**config.mk**
```make
export PLATFORM = sky130hd
export DESIGN_NAME = pipeline_sequencer
export DESIGN_NICKNAME = d
export VERILOG_FILES = /design/src/rtl/pipeline_sequencer.sv
export SDC_FILE = /design/constraint.sdc
export NUM_CORES = 1
export LEC_CHECK = 0
export ABC_CLOCK_PERIOD_IN_PS = 1700
export CORE_MARGIN = 1.5
export CORE_UTILIZATION = 47
export DETAILED_ROUTE_END_ITERATION = 10
export PLACE_DENSITY = 0.78
export SYNTH_ARGS = -nofsm -noshare
export SYNTH_HDL_FRONTEND = slang
export SYNTH_SLANG_ARGS = --single-unit
```
**constraint.sdc**
```tcl
create_clock -name clk -period 1.7 [get_ports clk]
set_input_delay 0.34 -clock clk [delete_from_list [all_inputs] [get_ports clk]]
set_output_delay 0.34 -clock clk [all_outputs]
set_load 0.02 [all_outputs]
```
**src/rtl/pipeline_sequencer.sv**
```systemverilog
// rtl/pipeline_sequencer.sv - run/halt/single-step sequencer for the 3-stage 8-bit pipeline
//
// Drives the PC/fetch enable and the IF/ID, ID/EX and EX/WB load enables.
// Keeps one valid bit per pipeline register and inserts bubbles on jumps and drains.
// Qualifies register-file writeback so that bubbles never write, and counts retirements.
//
// Optional feature macro: SEQ_BKPT_EN (adds bkpt_hit / bkpt_flag)
//
// Ports:
//   clk           in   system clock, rising edge
//   reset         in   asynchronous active-low reset
//   run_req       in   start / resume continuous execution
//   halt_req      in   stop fetching and drain
//   step_req      in   execute one instruction while halted
//   jump_taken    in   IF stage selected the jump target this cycle
//   bkpt_hit      in   breakpoint match, acts as halt in FILL/RUN   (SEQ_BKPT_EN only)
//   pc_en         out  PC update / fetch enable
//   ifid_en       out  IF/ID load enable
//   idex_en       out  ID/EX load enable
//   exwb_en       out  EX/WB load enable
//   ifid_flush    out  load a zero bubble into IF/ID
//   regwrite_gate out  AND-qualifier for EX/WB RegWrite
//   state         out  FSM state (IDLE=0 FILL=1 RUN=2 DRAIN=3 HALTED=4 STEP=5)
//   busy          out  any stage valid or fetch enabled
//   retired_cnt   out  retired instruction counter, wraps
//   bkpt_flag     out  sticky breakpoint indication            (SEQ_BKPT_EN only)

module pipeline_sequencer #(
    parameter int DEPTH     = 3,
    parameter int FLUSH_CYC = 1,
    parameter int CNT_W     = 16
) (
    input  logic             clk,
    input  logic             reset,
    input  logic             run_req,
    input  logic             halt_req,
    input  logic             step_req,
    input  logic             jump_taken,
`ifdef SEQ_BKPT_EN
    input  logic             bkpt_hit,
    output logic             bkpt_flag,
`endif
    output logic             pc_en,
    output logic             ifid_en,
    output logic             idex_en,
    output logic             exwb_en,
    output logic             ifid_flush,
    output logic             regwrite_gate,
    output logic [2:0]       state,
    output logic             busy,
    output logic [CNT_W-1:0] retired_cnt
);

    typedef enum logic [2:0] {
        S_IDLE   = 3'd0,
        S_FILL   = 3'd1,
        S_RUN    = 3'd2,
        S_DRAIN  = 3'd3,
        S_HALTED = 3'd4,
        S_STEP   = 3'd5
    } seq_state_e;

    // Flush counter must be able to hold FLUSH_CYC; keep at least one bit so
    // FLUSH_CYC=0 (jumps never bubble) still elaborates.
    localparam int              FC_W    = (FLUSH_CYC < 1) ? 1 : $clog2(FLUSH_CYC + 1);
    localparam logic [FC_W-1:0] FC_LOAD = FC_W'(FLUSH_CYC);

    seq_state_e       cur_st;
    seq_state_e       nxt_st;
    logic [DEPTH-1:0] v;            // v[0]=IF/ID ... v[DEPTH-1]=EX/WB
    logic [DEPTH-1:0] v_shift;      // valid chain advanced with an empty slot entering
    logic [FC_W-1:0]  flush_cnt;
    logic [FC_W-1:0]  flush_cnt_nxt;
    logic             stage_adv;
    logic             halt_eff;
    logic             v_empty;
    logic             fetch_ok;

    assign v_shift  = v << 1;
    assign v_empty  = (v == '0);
    assign fetch_ok = (flush_cnt == '0);

`ifdef SEQ_BKPT_EN
    assign halt_eff = halt_req | bkpt_hit;

    always_ff @(posedge clk or negedge reset) begin
        if (!reset) begin
            bkpt_flag <= 1'b0;
        end else if ((cur_st == S_FILL || cur_st == S_RUN) && bkpt_hit) begin
            bkpt_flag <= 1'b1;
        end else if (cur_st == S_HALTED && !halt_req && (step_req || run_req)) begin
            bkpt_flag <= 1'b0;
        end
    end
`else
    assign halt_eff = halt_req;
`endif

    // Next state and all enables. Outputs depend only on registered state so
    // downstream pipeline registers see clean, glitch-free enables.
    always_comb begin
        nxt_st        = cur_st;
        pc_en         = 1'b0;
        stage_adv     = 1'b0;
        ifid_flush    = 1'b0;
        flush_cnt_nxt = '0;

        case (cur_st)
            S_IDLE: begin
                if (run_req) begin
                    nxt_st = S_FILL;
                end
            end

            S_FILL, S_RUN: begin
                pc_en      = 1'b1;
                stage_adv  = 1'b1;
                ifid_flush = !fetch_ok;
                if (halt_eff) begin
                    // Halt wins over a coincident jump; the flush counter is
                    // dropped because DRAIN bubbles every slot anyway.
                    nxt_st = S_DRAIN;
                end else begin
                    if (jump_taken) begin
                        flush_cnt_nxt = FC_LOAD;
                    end else if (!fetch_ok) begin
                        flush_cnt_nxt = flush_cnt - FC_W'(1);
                    end
                    // Move to RUN on the same edge that fills the last stage,
                    // so RUN coincides with the first writeback.
                    if (cur_st == S_FILL && (&(v_shift | DEPTH'(fetch_ok)))) begin
                        nxt_st = S_RUN;
                    end
                end
            end

            S_DRAIN: begin
                stage_adv  = 1'b1;
                ifid_flush = 1'b1;
                if (v_shift == '0) begin
                    nxt_st = S_HALTED;
                end
            end

            S_HALTED: begin
                if (halt_req) begin
                    nxt_st = S_HALTED;
                end else if (step_req) begin
                    nxt_st = S_STEP;
                end else if (run_req) begin
                    nxt_st = S_FILL;
                end
            end

            S_STEP: begin
                // HALTED is only reached with an empty chain, so an empty
                // chain here marks the single fetch cycle of the step.
                stage_adv  = 1'b1;
                pc_en      = v_empty;
                ifid_flush = !v_empty;
                if (!v_empty && v_shift == '0) begin
                    nxt_st = S_HALTED;
                end
            end

            default: begin
                nxt_st = S_IDLE;
            end
        endcase
    end

    assign ifid_en       = stage_adv;
    assign idex_en       = stage_adv;
    assign exwb_en       = stage_adv;
    assign regwrite_gate = v[DEPTH-1] & exwb_en;
    assign busy          = (|v) | pc_en;
    assign state         = cur_st;

    always_ff @(posedge clk or negedge reset) begin
        if (!reset) begin
            cur_st      <= S_IDLE;
            v           <= '0;
            flush_cnt   <= '0;
            retired_cnt <= '0;
        end else begin
            cur_st    <= nxt_st;
            flush_cnt <= flush_cnt_nxt;
            if (stage_adv) begin
                v <= v_shift | DEPTH'(pc_en & ~ifid_flush);
            end
            if (regwrite_gate) begin
                retired_cnt <= retired_cnt + CNT_W'(1);
            end
        end
    end

endmodule

```
==> flow_summary.yaml, run 1 <==
routing:
  drtIter0Drc: 25
  drt-pass1-iter-count: 4
  wl_per_cell_um: 15.5
  vias: 1091
  wl_um: 3100
  drcViolationCount: 0
  vias_per_cell: 5.46
  ant_nets: 0
finish:
  layout-drive-gt1-share: 0.324
  postLayoutCoreUtil: 0.746
  areaGrowthSynthToFinish_pct: 52.3
  regArea_um2: 578
  fin_nets: 178
  fill_cells: 192
  antenna-diode-count: 0
  multi_input_area_um2: 616
  fin_area_mm2: 0.00181
timing:
  finalMaxSlewViolations: 0
  fin_skew_ns: 0.00167
  fmax_mhz: 577
  min_period_ns: 1.73
  worstMarginPinSlew_ns: 0.314
  max_slew_margin: 0.790
  tns_ns: -0.0460
  rsz0062_at_grt: "yes"
  worst_slack_ns: -0.0334
  finalSetupViolCount: 2
  period_share: 1.02
  final_hold_viol_count: 0
floorplanning:
  fp.dieArea_mm2: 0.00285
  core_mm2: 0.00243
  die_w_um: 53.3
  start_util: 0.490
  io_pins: 32
  die_h_um: 53.3
  rows: 18
grt:
  grt.overflow.total: 0
  grt_max_degree: 24
  grt_pass1_wl_um: 4550
  antenna_found_initial: 0
  grt_usage: 0.225
  grt_pass1_vias: 1011
synthesis:
  synth_simple_gate_area_frac: 0.204
  synth-compound-area-share: 0.116
  synth.most_common_cell: "dfrtp_1"
  synth.distinct_cells: 37
  synth_top_area_frac: 0.483
  synth_area_per_cell_um2: 10.4
  synth_xor_area_frac: 0.110
  synth-seq-cells: 23
  synth_common_cells: "dfrtp_1 (23), xnor2_1 (14), nand2_1 (13), nand3_1 (8)"
  ys_seq_area_frac: 0.483
  synth_top_family_by_area: "simple AND/OR/NAND/NOR gates"
  synth_warnings: 0
  synth_adder_area_share: 0.0105
  synthMuxAreaShare: 0.0368
  yosysTopAreaCell: "dfrtp_1"
  postSynthCellCount: 114
  synthFlopType: "dfrtp_1"
  syn_area_mm2: 0.00119
  synthArstFlopShare: 1.00
  synth_fp_nets: 121
  synth-edff-count: 0
  synthTopCellsByArea: "dfrtp_1 (48%), xnor2_1 (10%), nand2_1 (4.1%), nand3_1 (3.4%), a21oi_4 (2.7%)"
cts:
  cts.path.max_buffers: 2
  cts_buffers: 3
  cts_max_level: 1
  cts.sinks: 23
  clk_pin_slew_worst_paths_ns: 0.13
  ctsHoldBuffers: 0
  root_buffer: "clkbuf_4"
  clk_latency_ns: 0.31
  cts_tree: "built"
place:
  place_congestion: 0.789
  io_buffer_count: 31
  place_area_mm2: 0.00167
  dp_slack_ns: -0.178
  place_hpwl_um: 2120
setup_path:
  path_cells: "buf_4, o21a_1, a21oi_2, o22ai_2, buf_6"
  cpPeakStageDelay_ns: 0.48
  crit_family: "flip-flops"
  cp-end-kind: "output port"
  slowest_stage: "dfrtp_2"
  start_kind: "register"
  path_buf_inv: 2
  critPathMaxFanout: 6
  cp_data_arrival_time_ns: 1.39
  crit_required_ns: 1.36
  path_class: "reg -> out"
power:
  power-per-cell-area_mw_per_mm2: 1900
  ir_drop_uv: 1190
  cellLeakagePower_nw: 0.994
outcome:
  status: "complete, but fails checks"
  violations: "negative setup slack"
worst_hold_path:
  hp-class: "in -> async"
job:
  maxCapViolations: 0
-- state kept, by name (all words and copies together) (netlist names) --
register / flops
v: 3
state: 3
flush_cnt: 1
retired_cnt: 16
-- per-layer routing --
metal	vias to the layer above	global-route usage	part of all wire
met4	0	0.0897	0.0048
li1	515	-	-
met5	-	0	0
met2	36	0.374	0.52
met3	2	0.0395	0.049
met1	538	0.285	0.43
-- placed cells by master, fill, tap and decap left out, types with 2 or more instances in the layout --
cell,instances
and4_1,2
nand2b_4,3
dlymetal6s2s_1,9
dfrtp_2,2
and3_1,3
nand4_1,4
o221ai_1,2
clkdlybuf4s50_1,5
o21ai_0,4
nand2_4,2
xnor2_1,14
a21o_1,2
clkbuf_4,3
nor2_1,4
a21oi_1,2
buf_6,11
mux2_2,2
nand3_1,8
dlygate4sd2_1,8
a21oi_4,2
buf_4,23
inv_1,2
nand2_1,12
dfrtp_1,21
-- final timing paths --
check / startpoint / endpoint / slack [ns] / depth (start not counted)
worst max register to register: state[1] / retired_cnt[14] / 0.06 / 7
max in group asynchronous: reset / state[0] / 1.09 / 2
worst min-delay path: reset / retired_cnt[15] / 0.37 / 2
min in group clk: retired_cnt[15] / retired_cnt[15] / 0.49 / 1
worst max-delay path: state[1] / ifid_flush / -0.03 / 5
worst min register to register: retired_cnt[15] / retired_cnt[15] / 0.49 / 1
-- where the power goes --
| part | switching [W] | leakage, nW | total (W) | internal, W |
|---|---|---|---|---|
| clock | 0.000165 | 0.0177 | 0.000252 | 0.0000878 |
| sequential | 0.000184 | 0.299 | 0.000886 | 0.000702 |
| combinational | 0.00110 | 0.677 | 0.00231 | 0.00122 |
| total | 0.00145 | 0.994 | 0.00345 | 0.00201 |
-- kinds of logic after synthesis --
group / after synthesis
xor+xnor: 15
flops: 23
buf+inv: 9
mux: 4
compound gates: 18
fa+ha+maj: 1
simple gates: 44
-- through the flow --
step | std cells | hold slack [ns] | total power (W)
2_1_floorplan | 114 | 0.0444 | 0.00192
3_3_place_gp | 191 | 0.460 | 0.00285
3_5_place_dp | 191 | 0.490 | 0.00291
4_1_cts | 197 | 0.378 | 0.00315
6_report | 200 | 0.372 | 0.00345
5_1_grt | 200 | 0.378 | 0.00368
-- area by class of cell --
cell class / instances / area share
well taps: 30 / 0.0207
clock inverters: 1 / 0.00276
repair buffers: 58 / 0.300
flip-flops and latches: 23 / 0.319
multi-input cells: 82 / 0.339
inverters: 3 / 0.00621
clock buffers: 3 / 0.0124
-- what timing repair did --
item | in CTS | in global routing
buffers inserted | 2 | 4
pin swaps | 0 | 5
gates cloned | 0 | 0
gates resized for setup | 45 | 35
endpoints found under the setup margin | 17 | 17
Note: power is estimated with default switching activity, not from simulation.
==> run 2, diff against run 1 <==
CAP_MARGIN = 10   (was not set)
==> results of run 2 <==
Same layout as run 1: the final DEF is identical, and so are final timing and power.
==> run 3, diff against run 2 <==
MAX_ROUTING_LAYER = met4   (was not set)
==> run 3 against run 2 <==
The run still ends with negative setup slack left. Sequential share of layout area unchanged. Combinational power about the same. Sequential cell count unchanged. Design area unchanged. Worst hold slack got worse by 0.0040 ns. Die area unchanged. Core utilization unchanged.
==> flow_summary.yaml, run 3 (same netlist as run 1, synthesis figures left out) <==
outcome:
  status: "complete, but fails checks"
  violations: "negative setup slack"
finish:
  mostFrequentLayoutCells: "buf_4 (23), dfrtp_1 (21), xnor2_1 (14), nand2_1 (12), buf_6 (11)"
  antenna-diode-count: 0
  fin_nets: 178
  largest_reg_flops: 16
  fin_area_mm2: 0.00181
  final_common_cell: "buf_4"
  top_register: "retired_cnt"
  layout-drive-gt1-share: 0.324
  areaGrowthSynthToFinish_pct: 52.3
cts:
  cts.sinks: 23
  cts_max_level: 1
  cts.path.max_buffers: 2
  clk_pin_slew_worst_paths_ns: 0.13
  clk_latency_ns: 0.31
  cts_buffers: 3
  cts_tree: "built"
  root_buffer: "clkbuf_4"
timing:
  period_share: 1.02
  min_period_ns: 1.73
  final_hold_viol_count: 0
  finalMaxSlewViolations: 0
  max_slew_margin: 0.794
  worst_slack_ns: -0.0297
  rsz0062_at_grt: "yes"
  worstMarginPinSlew_ns: 0.309
  fmax_mhz: 578
  holdWs_ns: 0.368
  fin_skew_ns: 0.00526
  tns_ns: -0.0366
  finalSetupViolCount: 2
setup_path:
  path_buf_inv: 2
  cp_data_arrival_time_ns: 1.39
  path_class: "reg -> out"
  critPathMaxFanout: 6
  crit_required_ns: 1.36
  start_kind: "register"
  path_cells: "buf_4, o21a_1, a21oi_2, o22ai_2, buf_6"
  cpPeakStageDelay_ns: 0.48
  slowest_stage: "dfrtp_2"
  r2r_slack_ns: 0.08
  cp-end-kind: "output port"
  crit_family: "flip-flops"
routing:
  vias_per_cell: 5.39
  ant_nets: 0
  wl_per_cell_um: 15.5
  drtIter0Drc: 21
  wl_um: 3090
  vias: 1078
  drt-pass1-iter-count: 4
  drcViolationCount: 0
grt:
  grt_pass1_vias: 1010
  grt_max_degree: 24
  grt_usage: 0.231
  grt.overflow.total: 0
  grt_pass1_wl_um: 4560
  antenna_found_initial: 0
power:
  power-per-cell-area_mw_per_mm2: 1900
  cellLeakagePower_nw: 0.994
  ir_drop_uv: 1190
floorplanning:
  rows: 18
  die_h_um: 53.3
  core_mm2: 0.00243
  die_w_um: 53.3
  start_util: 0.490
  io_pins: 32
  fp.dieArea_mm2: 0.00285
place:
  place_hpwl_um: 2120
  place_congestion: 0.800
  place_area_mm2: 0.00167
  io_buffer_count: 31
job:
  maxCapViolations: 0
worst_hold_path:
  hp-class: "in -> async"
run 3: path summary, 6_finish.rpt:
check / depth (start not counted) / end / startpoint
worst max-delay path: 5 / ifid_flush / state[1]
worst min-delay path: 2 / flush_cnt / reset
worst max register to register: 7 / retired_cnt[14] / state[1]
worst min register to register: 1 / retired_cnt[15] / retired_cnt[15]
max in group asynchronous: 2 / state[1] / reset
min in group clk: 1 / retired_cnt[15] / retired_cnt[15]
run 3: final cells by class:
type	instances	area, µm²
well taps	30	37.5
clock inverters	1	5.00
repair buffers	58	544
inverters	3	11.3
multi-input cells	82	616
clock buffers	3	22.5
flip-flops and latches	23	578
fillers	192	618
run 3: stage by stage:
stage,worst slack (ns),util,instances,total power [W]
after floorplan,0.0815,-,114,0.00192
after global placement,-0.123,0.688,191,0.00285
after detailed placement,-0.178,0.688,191,0.00291
after CTS,-0.136,0.703,197,0.00315
after global routing,-0.104,0.746,200,0.00368
final,-0.0297,0.746,200,0.00345
run 3: per-layer routing:
metal / wire (µm) / share of wire / GRT usage / up-vias
met4: 15 / 0.0048 / 0.0897 / 0
met3: 108 / 0.035 / 0.0339 / 2
li1: - / - / - / 514
met5: 0 / 0 / - / -
met1: 1360 / 0.44 / 0.289 / 531
met2: 1610 / 0.52 / 0.374 / 31
run 3: what timing repair did:
action / 4_1_cts / 5_1_grt
hold buffers: 0 / 0
pin swaps: 0 / 5
resized for setup: 45 / 35
endpoints found under the setup margin: 17 / 17
setup buffers: 2 / 4
run 3: report_power, final:
part | switching [W] | internal [W]
registers | 0.000185 | 0.000702
clock network | 0.000166 | 0.0000878
logic | 0.00109 | 0.00122
